## src/rtl/mem_ctrl_unit.sv

```systemverilog
// ---------------------------------------------------------------------------
// mem_ctrl_unit
// Memory-access controller for a small datapath. Holds the memory address
// register (MAR) and memory data register (MDR), and runs one read or write
// access at a time through a three-state machine: IDLE -> ACCESS -> DONE.
// A wait counter bounds the ACCESS phase at MAX_WAIT cycles; an access that
// runs out of cycles finishes with the sticky Err flag set.
// ---------------------------------------------------------------------------
module mem_ctrl_unit #(
    parameter int MAX_WAIT = 8   // ACCESS cycles allowed before timeout, 1..255
) (
    input  logic        Clk,
    input  logic        Reset_n,
    input  logic [15:0] Bus_In,
    input  logic        LD_MAR,
    input  logic        LD_MDR,
    input  logic        Mem_Req,
    input  logic        Mem_Wr,
    input  logic [15:0] Mem_RData,
    input  logic        Mem_Ready,
    output logic [15:0] MAR,
    output logic [15:0] MDR,
    output logic [15:0] Mem_Addr,
    output logic [15:0] Mem_WData,
    output logic        Mem_CE,
    output logic        Mem_WE,
    output logic        Busy,
    output logic        Done,
    output logic        Err
);

    typedef enum logic [1:0] {
        IDLE   = 2'd0,
        ACCESS = 2'd1,
        DONE   = 2'd2
    } state_e;

    // Counter value seen in the last permitted ACCESS cycle.
    localparam logic [7:0] LAST_WAIT = 8'(MAX_WAIT - 1);

    state_e      state_q;
    logic        op_q;        // 1 = write, 0 = read; latched at request
    logic [7:0]  cnt_q;       // ACCESS cycles already spent waiting
    logic        err_q;
    logic        done_q;
    logic        busy_q;
    logic        ce_q;
    logic        we_q;

    logic [15:0] mar_q, mar_d;
    logic [15:0] mdr_q, mdr_d;

    logic        in_idle;
    logic        read_capture;

    assign in_idle      = (state_q == IDLE);
    assign read_capture = (state_q == ACCESS) && Mem_Ready && !op_q;

    // Next value of MAR/MDR: bus loads only in IDLE, read data only at read completion.
    always_comb begin
        // NOTE: every output of a combinational block gets a default first so no path can infer a latch.
        mar_d = mar_q;
        mdr_d = mdr_q;
        if (in_idle && LD_MAR) begin
            mar_d = Bus_In;
        end
        if (in_idle && LD_MDR) begin
            mdr_d = Bus_In;
        end else if (read_capture) begin
            mdr_d = Mem_RData;
        end
    end

    // MAR/MDR registers; a reset (including mid-access) clears both.
    always_ff @(posedge Clk or negedge Reset_n) begin
        if (!Reset_n) begin
            // NOTE: sequential state uses non-blocking assignments so every register samples pre-edge values.
            mar_q <= 16'h0000;
            mdr_q <= 16'h0000;
        end else begin
            mar_q <= mar_d;
            mdr_q <= mdr_d;
        end
    end

    // Access FSM with registered strobes; a request in IDLE uses MAR/MDR as loaded on the same edge.
    always_ff @(posedge Clk or negedge Reset_n) begin
        if (!Reset_n) begin
            state_q <= IDLE;
            op_q    <= 1'b0;
            cnt_q   <= 8'd0;
            err_q   <= 1'b0;
            done_q  <= 1'b0;
            busy_q  <= 1'b0;
            ce_q    <= 1'b0;
            we_q    <= 1'b0;
        end else begin
            case (state_q)
                IDLE: begin
                    done_q <= 1'b0;
                    if (Mem_Req) begin
                        state_q <= ACCESS;
                        op_q    <= Mem_Wr;
                        err_q   <= 1'b0;
                        cnt_q   <= 8'd0;
                        busy_q  <= 1'b1;
                        ce_q    <= 1'b1;
                        we_q    <= Mem_Wr;
                    end
                end

                ACCESS: begin
                    if (Mem_Ready) begin
                        state_q <= DONE;
                        done_q  <= 1'b1;
                        ce_q    <= 1'b0;
                        we_q    <= 1'b0;
                    end else if (cnt_q == LAST_WAIT) begin
                        // Out of wait cycles: finish without touching MDR.
                        state_q <= DONE;
                        err_q   <= 1'b1;
                        done_q  <= 1'b1;
                        ce_q    <= 1'b0;
                        we_q    <= 1'b0;
                    end else begin
                        cnt_q <= cnt_q + 8'd1;
                    end
                end

                DONE: begin
                    state_q <= IDLE;
                    done_q  <= 1'b0;
                    busy_q  <= 1'b0;
                end

                default: begin
                    state_q <= IDLE;
                    done_q  <= 1'b0;
                    busy_q  <= 1'b0;
                    ce_q    <= 1'b0;
                    we_q    <= 1'b0;
                end
            endcase
        end
    end

    assign MAR       = mar_q;
    assign MDR       = mdr_q;
    assign Mem_Addr  = mar_q;
    assign Mem_WData = mdr_q;
    assign Mem_CE    = ce_q;
    assign Mem_WE    = we_q;
    assign Busy      = busy_q;
    assign Done      = done_q;
    assign Err       = err_q;

endmodule
```

## config.mk

```make
export PLATFORM = sky130hd
export DESIGN_NAME = mem_ctrl_unit
export DESIGN_NICKNAME = d
export VERILOG_FILES = /design/src/rtl/mem_ctrl_unit.sv
export SDC_FILE = /design/constraint.sdc
export NUM_CORES = 1
export LEC_CHECK = 0
export ABC_CLOCK_PERIOD_IN_PS = 2240
export BUFFER_PORTS_ARGS = -buffer_cell sky130_fd_sc_hd__buf_2
export CORE_ASPECT_RATIO = 2
export CORE_MARGIN = 2
export CORE_UTILIZATION = 49
export CTS_BUF_LIST = sky130_fd_sc_hd__clkbuf_4
export CTS_CLUSTER_DIAMETER = 120
export DETAILED_ROUTE_END_ITERATION = 8
export GPL_ROUTABILITY_DRIVEN = 1
export HOLD_SLACK_MARGIN = 0.08
export MAX_ROUTING_LAYER = met4
export PLACE_DENSITY = 0.86
export SLEW_MARGIN = 20
export SYNTH_ARGS = -nofsm -noshare
export SYNTH_HDL_FRONTEND = slang
export SYNTH_SLANG_ARGS = --single-unit
```

## constraint.sdc

```tcl
create_clock -name Clk -period 2.24 [get_ports Clk]
set_input_delay 0 -clock Clk [delete_from_list [all_inputs] [get_ports Clk]]
set_output_delay 0 -clock Clk [all_outputs]
set_load 0.005 [all_outputs]
```

==> metrics.cfg, run 1 <==
[cts]
cts_root_buf=clkbuf_4
clock_latency_ns=0.36
cts_tree=built
cts_sinks=48
cts_made_buffers=5
clkSlewWorstSetupHoldPaths_ns=0.13
htreeDepth=2
clockBufferDepth=2

[detailed_routing]
drtAntennaViolNets=0
highest_layer=met4
dr_wl_met3_um=396
wl_met1_mm=2.19
firstDrtPassIters=4
avgViaCountPerCell=5.26
wl_met2_mm=3.28
wirelength_mm=5.99
drc=0
routedWlPerCell_um=15.4
dr.first_iter.drc_count=26
routed-via-count=2042

[global_route]
first_global_vias=1994
grt_overflow_total=0
grt_usage=0.232
antenna_found_initial=0
grt_max_degree=49
grt_pass1_wl_mm=9.20

[synthesis]
synth_top_area_cell=dfrtp_1
syn_area_um2=2400
synth_nets=255
syn_avg_cell_area_um2=11.2
ys_seq_area_frac=0.501
yosysUniqueCellTypes=33
netlist_instances=215
ys_ff_latch=48
yosysWarnings=0
yosys-top-cells-area=dfrtp_1, buf_4, mux2_2, mux2i_1, o21ai_0
yosysTopAreaCellShare=0.501

[floorplan]
coreArea_um2=4770
ios=108
dieArea_um2=5500
initial_core_util=0.502
chipHeight_um=103
rows=36
die_x_um=53.5

[sta]
drv_slew=0
slew_headroom=0.604
finClkSkew_ns=0.0203
worst_slack_ns=0.111
rsz0062_at_grt=no
tns_ns=0
setup_viol=0
hold_viol=0
max_freq_mhz=470
final.min_clock_period_ns=2.13
tightest_slew_ns=0.594
post-route-period-util=0.951

[final_layout]
regArea_um2=1200
drive_gt1_frac=0.453
multiInputGateArea_um2=920
final_cell_mix=buf_2, dfrtp_1, dlygate4sd3_1, nand2_1, o21ai_0
final_util=0.671
final_cell_area_um2=3200
syn_to_final_growth_pct=33.6
fillCellCount=368
fin_nets=371
layout_commonest_cell=buf_2
diodes=0

[worst_setup_path]
required_ns=2.54
crit_fanout=8
arrival_ns=2.43
endpoint_kind=flip-flop
cp-start-kind=flip-flop
ff2ff_setup_slack_ns=0.11
critPathKind=reg -> reg

[pwr]
power_leakage_nw=1.61
switchingPower_mw=1.36
p_comb_frac=0.461
pwr-share-seq=0.432
ir_drop_uv=775
clockPowerShare=0.106
finalPower_mw=3.59
powerDensity_nw_per_um2=1120
p_int_mw=2.22
netSwitchingFraction=0.380

[flow_run]
max_cap_violations=0

[placement]
place_ws_ns=0.298
io_buffers=107
gp_congestion=0.859
post_dp_cell_area_um2=2780
dp_hpwl_mm=3.81

[min_path]
holdCritPathClass=in -> async

[run_status]
outcome=finished, final reports clean

-- worst max-delay path: stages, from the launching register on --
cell	delay, ns
dfrtp_1	0.49
or4_4	0.61
nor3_2	0.20
a21oi_1	0.09
a21oi_1	0.13
dlygate4sd3_1	0.56
-- synthesized netlist by cell type --
cell type  instances
nand4_1            2
or4_4              1
and2_1             1
a21o_2             4
o31a_4             1
nand3_1            9
and3_1             2
or4_1              1
nor2_1             2
nor3b_1            1
a21oi_1            4
mux2_2            17
o31ai_4            1
buf_2              4
o21ai_0           21
o2111ai_1          1
or3_2              1
clkbuf_1           3
o211ai_2           1
nand2_1           22
a41oi_1            1
a211o_1            1
inv_2              1
buf_4             32
nand2b_1           2
or3_1              2
nor3b_4            1
nor3_1             2
dfrtp_1           48
ha_1               1
mux2i_1           19
inv_1              5
a21oi_4            1
-- power by group through the flow --
stage,combinational (mW),sequential (mW),clock [mW]
final,1.66,1.55,0.382
after detailed placement,1.60,1.55,0
after global placement,1.55,1.51,0
after CTS,1.64,1.54,0.395
after global routing,1.86,1.60,0.435
after floorplan,1.14,1.55,0
-- registers in the layout (all words and copies together) (netlist names) --
signal / count
Busy: 1
Done: 1
Err: 1
MAR: 16
MDR: 16
Mem_CE: 1
Mem_WE: 1
cnt_q: 8
op_q: 1
state_q: 2
-- cell families after synthesis --
logic type / Yosys count / synth area share
buffers and inverters: 45 / 0.123
AOI/OAI and AO/OA: 36 / 0.106
muxes: 36 / 0.159
adders and majority gates: 1 / 0.00522
and+or+nand+nor: 49 / 0.106
DFF: 48 / 0.501
-- worst paths after layout --
| check | start | endpoint | cells after the start |
|---|---|---|---|
| setup / recovery | cnt_q[3] | Err | 5 |
| hold / removal | Reset_n | Mem_WE | 2 |
| setup reg to reg | cnt_q[3] | Err | 5 |
| hold reg to reg | Done | Done | 1 |
| max in group asynchronous | Reset_n | MAR[13] | 2 |
| min in group Clk | LD_MAR | MAR[3] | 4 |
-- cell type report --
type	instances	area share
flip-flops and latches	48	0.375
repair buffers	148	0.293
multi-input cells	122	0.287
well taps	57	0.0223
clock buffers	5	0.0117
inverters	6	0.00703
clock inverters	2	0.00391
-- what timing repair did --
item / CTS / global route
hold buffers: 37 / 0
endpoints found under the setup margin: 0 / 1
hold endpoints to repair: 87 / 0
setup buffers: 0 / 0
gates resized for setup: 0 / 1
-- metrics by stage --
stage	hold WS, ns	cells
floorplan	-0.296	215
global placement	0.236	344
detailed placement	0.245	344
CTS	0.275	388
global route	0.217	388
finish	0.182	388
-- routing by layer --
layer,GRT usage,vias up
met5,-,-
met4,0.0769,0
met3,0.0464,15
met2,0.408,110
met1,0.253,972
li1,-,945
Power figures use the tool's default switching activity.
==> inputs of run 2 (changes only) <==
- CORE_MARGIN: 2 -> unset
==> run 2 against run 1 <==
Wire length grew 3.5%. Total power grew 0.65%. Combinational power is essentially flat. Sequential power is essentially flat. Cell area grew 0.23%. First-iteration DRC count grew 77%. Critical path type unchanged. Critical endpoint unchanged. Highest routed layer unchanged.
==> metrics.cfg, run 2 (synthesized netlist as in run 1, its figures left out) <==
[floorplan]
die_x_um=51.5  ; was 53.5 um
initial_core_util=0.516  ; was 0.502
ios=108  ; unchanged
coreArea_um2=4640  ; was 4770 um2
dieArea_um2=5190  ; was 5500 um2
chipHeight_um=101  ; was 103 um
rows=35  ; was 36

[sta]
tns_ns=0  ; unchanged
max_freq_mhz=464  ; was 470 MHz
tightest_slew_ns=0.601  ; was 0.594 ns
hold_viol=0  ; unchanged
slew_headroom=0.598  ; was 0.604
final.min_clock_period_ns=2.16  ; was 2.13 ns
rsz0062_at_grt=no  ; unchanged
finClkSkew_ns=0.00983  ; was 0.0203 ns
setup_viol=0  ; unchanged
drv_slew=0  ; unchanged
post-route-period-util=0.962  ; was 0.951

[run_status]
outcome=finished, final reports clean  ; unchanged

[cts]
cts_setup_buffers=0  ; unchanged
clkSlewWorstSetupHoldPaths_ns=0.13  ; about the same
cts_root_buf=clkbuf_4  ; unchanged
cts_made_buffers=5  ; unchanged
clock_latency_ns=0.36  ; about the same
cts_hold_buf=38  ; was 37
cts_tree=built  ; unchanged
clockBufferDepth=2  ; unchanged
htreeDepth=2  ; unchanged
cts.repair.resized=0  ; unchanged
cts_sinks=48  ; unchanged

[worst_setup_path]
cp-start-kind=flip-flop  ; unchanged
cp_slowest_cell=or4_4  ; unchanged
ff2ff_setup_slack_ns=0.08  ; was 0.11 ns
timing.critical_path.buf_inv=1  ; unchanged
critPathTopFamily=simple AND/OR/NAND/NOR gates  ; unchanged
r2r-start=cnt_q[3]  ; unchanged
crit_chain=or4_4 > nor3_1 > a21oi_1 > a21oi_1 > dlygate4sd3_1  ; was or4_4 > nor3_2 > a21oi_1 > a21oi_1 > dlygate4sd3_1
slowest_delay_ns=0.60  ; was 0.61 ns
required_ns=2.55  ; was 2.54 ns
critPathKind=reg -> reg  ; unchanged
arrival_ns=2.47  ; was 2.43 ns
rr_endpoint=Err  ; unchanged
endpoint_kind=flip-flop  ; unchanged
cpMostUsedCell=a21oi_1  ; unchanged
r2r_cells=5  ; unchanged
crit_fanout=8  ; unchanged

[global_route]
grt_overflow_total=0  ; unchanged
first_global_vias=2011  ; was 1994
antenna_found_initial=0  ; unchanged
grt_max_degree=36  ; was 49
grt_pass1_wl_mm=9.65  ; was 9.20 mm
grt_usage=0.262  ; was 0.232

[detailed_routing]
firstDrtPassIters=4  ; unchanged
drc=0  ; unchanged
avgViaCountPerCell=5.11  ; was 5.26
drtAntennaViolNets=0  ; unchanged
routed-via-count=1984  ; was 2042
routedWlPerCell_um=16.0  ; was 15.4 um
wirelength_mm=6.20  ; was 5.99 mm
dr.first_iter.drc_count=46  ; was 26

[final_layout]
drive_gt1_frac=0.450  ; was 0.453
syn_to_final_growth_pct=33.9  ; was 33.6%
final_cell_area_um2=3210  ; was 3200 um2
final_util=0.692  ; was 0.671
fillCellCount=362  ; was 368
final_cell_mix=buf_2, dfrtp_1, dlygate4sd3_1, nand2_1, o21ai_0  ; unchanged
diodes=0  ; unchanged
layout_commonest_cell=buf_2  ; unchanged
fin_nets=373  ; was 371

[pwr]
power_leakage_nw=1.62  ; was 1.61 nW
ir_drop_uv=794  ; was 775 uV
powerDensity_nw_per_um2=1120  ; about the same

[min_path]
holdCritPathClass=in -> async  ; unchanged

[placement]
post_dp_cell_area_um2=2780  ; about the same
gp_congestion=0.849  ; was 0.859
dp_hpwl_mm=4.21  ; was 3.81 mm
io_buffers=107  ; unchanged

[flow_run]
max_cap_violations=0  ; unchanged

-- run 2: area by class of cell --
| type | count | area [um2] | share of cell area |
|---|---|---|---|
| clock buffers | 6 | 45.0 | 0.0140 |
| clock inverters | 1 | 5.00 | 0.00156 |
| inverters | 6 | 22.5 | 0.00701 |
| multi-input cells | 122 | 915 | 0.285 |
| flip-flops and latches | 48 | 1200 | 0.374 |
| well taps | 55 | 68.8 | 0.0214 |
| repair buffers | 150 | 953 | 0.297 |
-- run 2: worst min-delay path, stage by stage --
cell	delay (ns)
dlygate4sd3_1	0.52
buf_2	0.12
buf_4	0.38
-- run 2: report_power, final --
part,total [mW],internal (mW),switching [mW],leakage [nW]
Sequential,1.55,1.24,0.314,0.594
Clock,0.391,0.128,0.263,0.0315
Combinational,1.67,0.875,0.793,0.994
Total,3.61,2.24,1.37,1.62
-- run 2: layer usage --
| metal | global-route usage | vias to the layer above | share of wire |
|---|---|---|---|
| met2 | 0.454 | 66 | 0.56 |
| met5 | - | - | 0 |
| met4 | 0.129 | 0 | 0.033 |
| met3 | 0.0422 | 18 | 0.037 |
| met1 | 0.279 | 948 | 0.37 |
| li1 | - | 952 | - |
-- run 2: metrics by stage --
stage | hold WS (ns) | setup slack, ns | total power, mW | instances
final | 0.204 | 0.0850 | 3.61 | 388
after CTS | 0.220 | 0.138 | 3.61 | 388
after global placement | -0.0923 | 0.332 | 3.10 | 343
after global routing | 0.241 | 0.00534 | 3.87 | 388
after detailed placement | -0.0895 | 0.318 | 3.18 | 343
after floorplan | -0.296 | 0.445 | 2.68 | 215
-- run 2: how the worst max path moves through the flow --
stage          startpoint  endpoint  slack (ns)  cells after the start
6_report         cnt_q[3]       Err        0.08                      5
5_1_grt          cnt_q[3]       Err       0.005                      5
4_1_cts          cnt_q[3]       Err        0.14                      5
3_5_place_dp     cnt_q[3]  cnt_q[4]        0.32                      4
3_3_place_gp     cnt_q[3]  cnt_q[4]        0.33                      4
2_1_floorplan    cnt_q[3]  cnt_q[4]        0.45                      4
==> inputs of run 3 (changes only) <==
- ABC_CLOCK_PERIOD_IN_PS: 2240 -> 2700
- CORE_UTILIZATION: 49 -> 50
- HOLD_SLACK_MARGIN: 0.08 -> 0.03
- PLACE_DENSITY: 0.86 -> 0.87
- clock period: 2.24 -> 2.7 ns (I/O delays scaled with it)
==> run 3 against run 2 <==
Sequential cell count is the same. Clock skew fell by 0.00076 ns. Hold slack got worse by 0.15 ns. Largest cell class unchanged. Largest power group unchanged.
==> metrics.cfg, run 3 (synthesized netlist as in run 1, its figures left out) <==
[worst_setup_path]
cp-startpoint=cnt_q[3]  ; unchanged
crit_fanout=9  ; was 8
endpoint_kind=flip-flop  ; unchanged
r2r_cells=4  ; was 5
critPathKind=reg -> reg  ; unchanged
required_ns=2.94  ; was 2.55 ns
arrival_ns=2.18  ; was 2.47 ns
r2r-start=cnt_q[3]  ; unchanged
cp-start-kind=flip-flop  ; unchanged

[cts]
cts_tree=built  ; unchanged
clockBufferDepth=2  ; unchanged
cts_made_buffers=5  ; unchanged
htreeDepth=2  ; unchanged
clock_latency_ns=0.35  ; was 0.36 ns
clkSlewWorstSetupHoldPaths_ns=0.13  ; about the same
cts_root_buf=clkbuf_4  ; unchanged
cts.repair.resized=0  ; unchanged
cts_sinks=48  ; unchanged

[placement]
place_ws_ns=0.780  ; was 0.318 ns
dp_hpwl_mm=3.91  ; was 4.21 mm
gp_congestion=0.859  ; was 0.849
dp.cells=341  ; was 343
io_buffers=107  ; unchanged

[pwr]
netSwitchingFraction=0.374  ; was 0.380
switchingPower_mw=1.10  ; was 1.37 mW
powerDensity_nw_per_um2=930  ; was 1120 nW/um2
pwr-share-seq=0.430  ; was 0.429
power_leakage_nw=1.60  ; was 1.62 nW
ir_drop_uv=701  ; was 794 uV
p_comb_frac=0.462  ; about the same
p_int_mw=1.84  ; was 2.24 mW
clockPowerShare=0.108  ; about the same

[detailed_routing]
avgViaCountPerCell=5.21  ; was 5.11
firstDrtPassIters=4  ; unchanged
wirelength_mm=5.82  ; was 6.20 mm
drtAntennaViolNets=0  ; unchanged
drc=0  ; unchanged
routedWlPerCell_um=15.2  ; was 16.0 um
dr.first_iter.drc_count=54  ; was 46
routed-via-count=1996  ; was 1984

[flow_run]
max_cap_violations=0  ; unchanged

[sta]
slew_headroom=0.590  ; was 0.598
max_freq_mhz=515  ; was 464 MHz
setup_viol=0  ; unchanged
post-route-period-util=0.720  ; was 0.962
hold_viol=0  ; unchanged
finClkSkew_ns=0.00907  ; was 0.00983 ns
hold_ws_ns=0.0494  ; was 0.204 ns
worst_slack_ns=0.757  ; was 0.0850 ns
final.min_clock_period_ns=1.94  ; was 2.16 ns
drv_slew=0  ; unchanged
tns_ns=0  ; unchanged
rsz0062_at_grt=no  ; unchanged
tightest_slew_ns=0.615  ; was 0.601 ns

[min_path]
whs_path_depth=4
holdCritPathClass=in -> reg  ; was in -> async
min_from=Mem_Ready

[floorplan]
ios=108  ; unchanged
initial_core_util=0.521  ; was 0.516
rows=35  ; unchanged
chipHeight_um=99.9  ; was 101 um
dieArea_um2=5090  ; was 5190 um2
die_x_um=51.0  ; was 51.5 um
coreArea_um2=4600  ; was 4640 um2

[final_layout]
layout_commonest_cell=buf_2  ; unchanged
final_cell_mix=buf_2, dfrtp_1, dlygate4sd3_1, nand2_1, o21ai_0  ; unchanged
diodes=0  ; unchanged
fin_nets=368  ; was 373
syn_to_final_growth_pct=32.2  ; was 33.9%
final_cells=383  ; was 388
drive_gt1_frac=0.451  ; was 0.450

[global_route]
grt_max_degree=49  ; was 36
grt_overflow_total=0  ; unchanged
grt_pass1_wl_mm=9.26  ; was 9.65 mm
antenna_found_initial=0  ; unchanged
first_global_vias=2038  ; was 2011
grt_usage=0.253  ; was 0.262

[run_status]
outcome=finished, final reports clean  ; unchanged

==> run 3: cell count changes in the layout (fill, tap and decap cells not counted) <==
cell / delta
buf_4: -1
dlygate4sd3_1: -3
buf_2: -1
==> run 3: worst paths after layout <==
check | slack [ns] | to
min in group asynchronous | 0.19 | op_q
hold / removal | 0.05 | cnt_q[5]
setup / recovery | 0.76 | cnt_q[4]
setup reg to reg | 0.76 | cnt_q[4]
max in group asynchronous | 2.09 | MAR[3]
hold reg to reg | 0.50 | Done
==> run 3: area by class of cell <==
class | count | area [um2]
inverters | 6 | 22.5
multi-input cells | 122 | 915
fillers | 363 | 1430
repair buffers | 145 | 911
well taps | 55 | 68.8
clock buffers | 6 | 45.0
flip-flops and latches | 48 | 1200
clock inverters | 1 | 5.00
==> run 3: repair_timing <==
| action | in CTS | in global routing |
|---|---|---|
| hold buffers | 35 | 0 |
| hold endpoints to repair | 85 | 0 |
| buffers inserted | 0 | 0 |
==> run 3: worst max-delay path, stage by stage, from the launching register on <==
cell and delay [ns]:
dfrtp_1 0.47, or4_4 0.60, o31ai_4 0.40, nor3_1 0.09, a211o_1 0.28
==> run 3: stage by stage <==
step           power, mW   util  instance area, um2
2_1_floorplan       2.23      -                2400
3_3_place_gp        2.54  0.601                2770
3_5_place_dp        2.60  0.601                2770
4_1_cts             2.96  0.688                3170
5_1_grt             3.18  0.689                3170
6_report            2.95  0.689                3170
==> run 3: metal layers <==
metal	vias up	track usage	wire length, um
met2	81	0.433	3290
met4	0	0.152	214
met1	952	0.269	2100
met5	-	-	0
met3	19	0.0303	219
li1	944	-	-
==> run 3: power by group through the flow <==
stage	Combinational, mW	Sequential, mW	Clock [mW]
2_1_floorplan	0.942	1.28	0
3_3_place_gp	1.28	1.27	0
3_5_place_dp	1.32	1.28	0
4_1_cts	1.36	1.27	0.333
5_1_grt	1.51	1.31	0.357
6_report	1.36	1.27	0.317
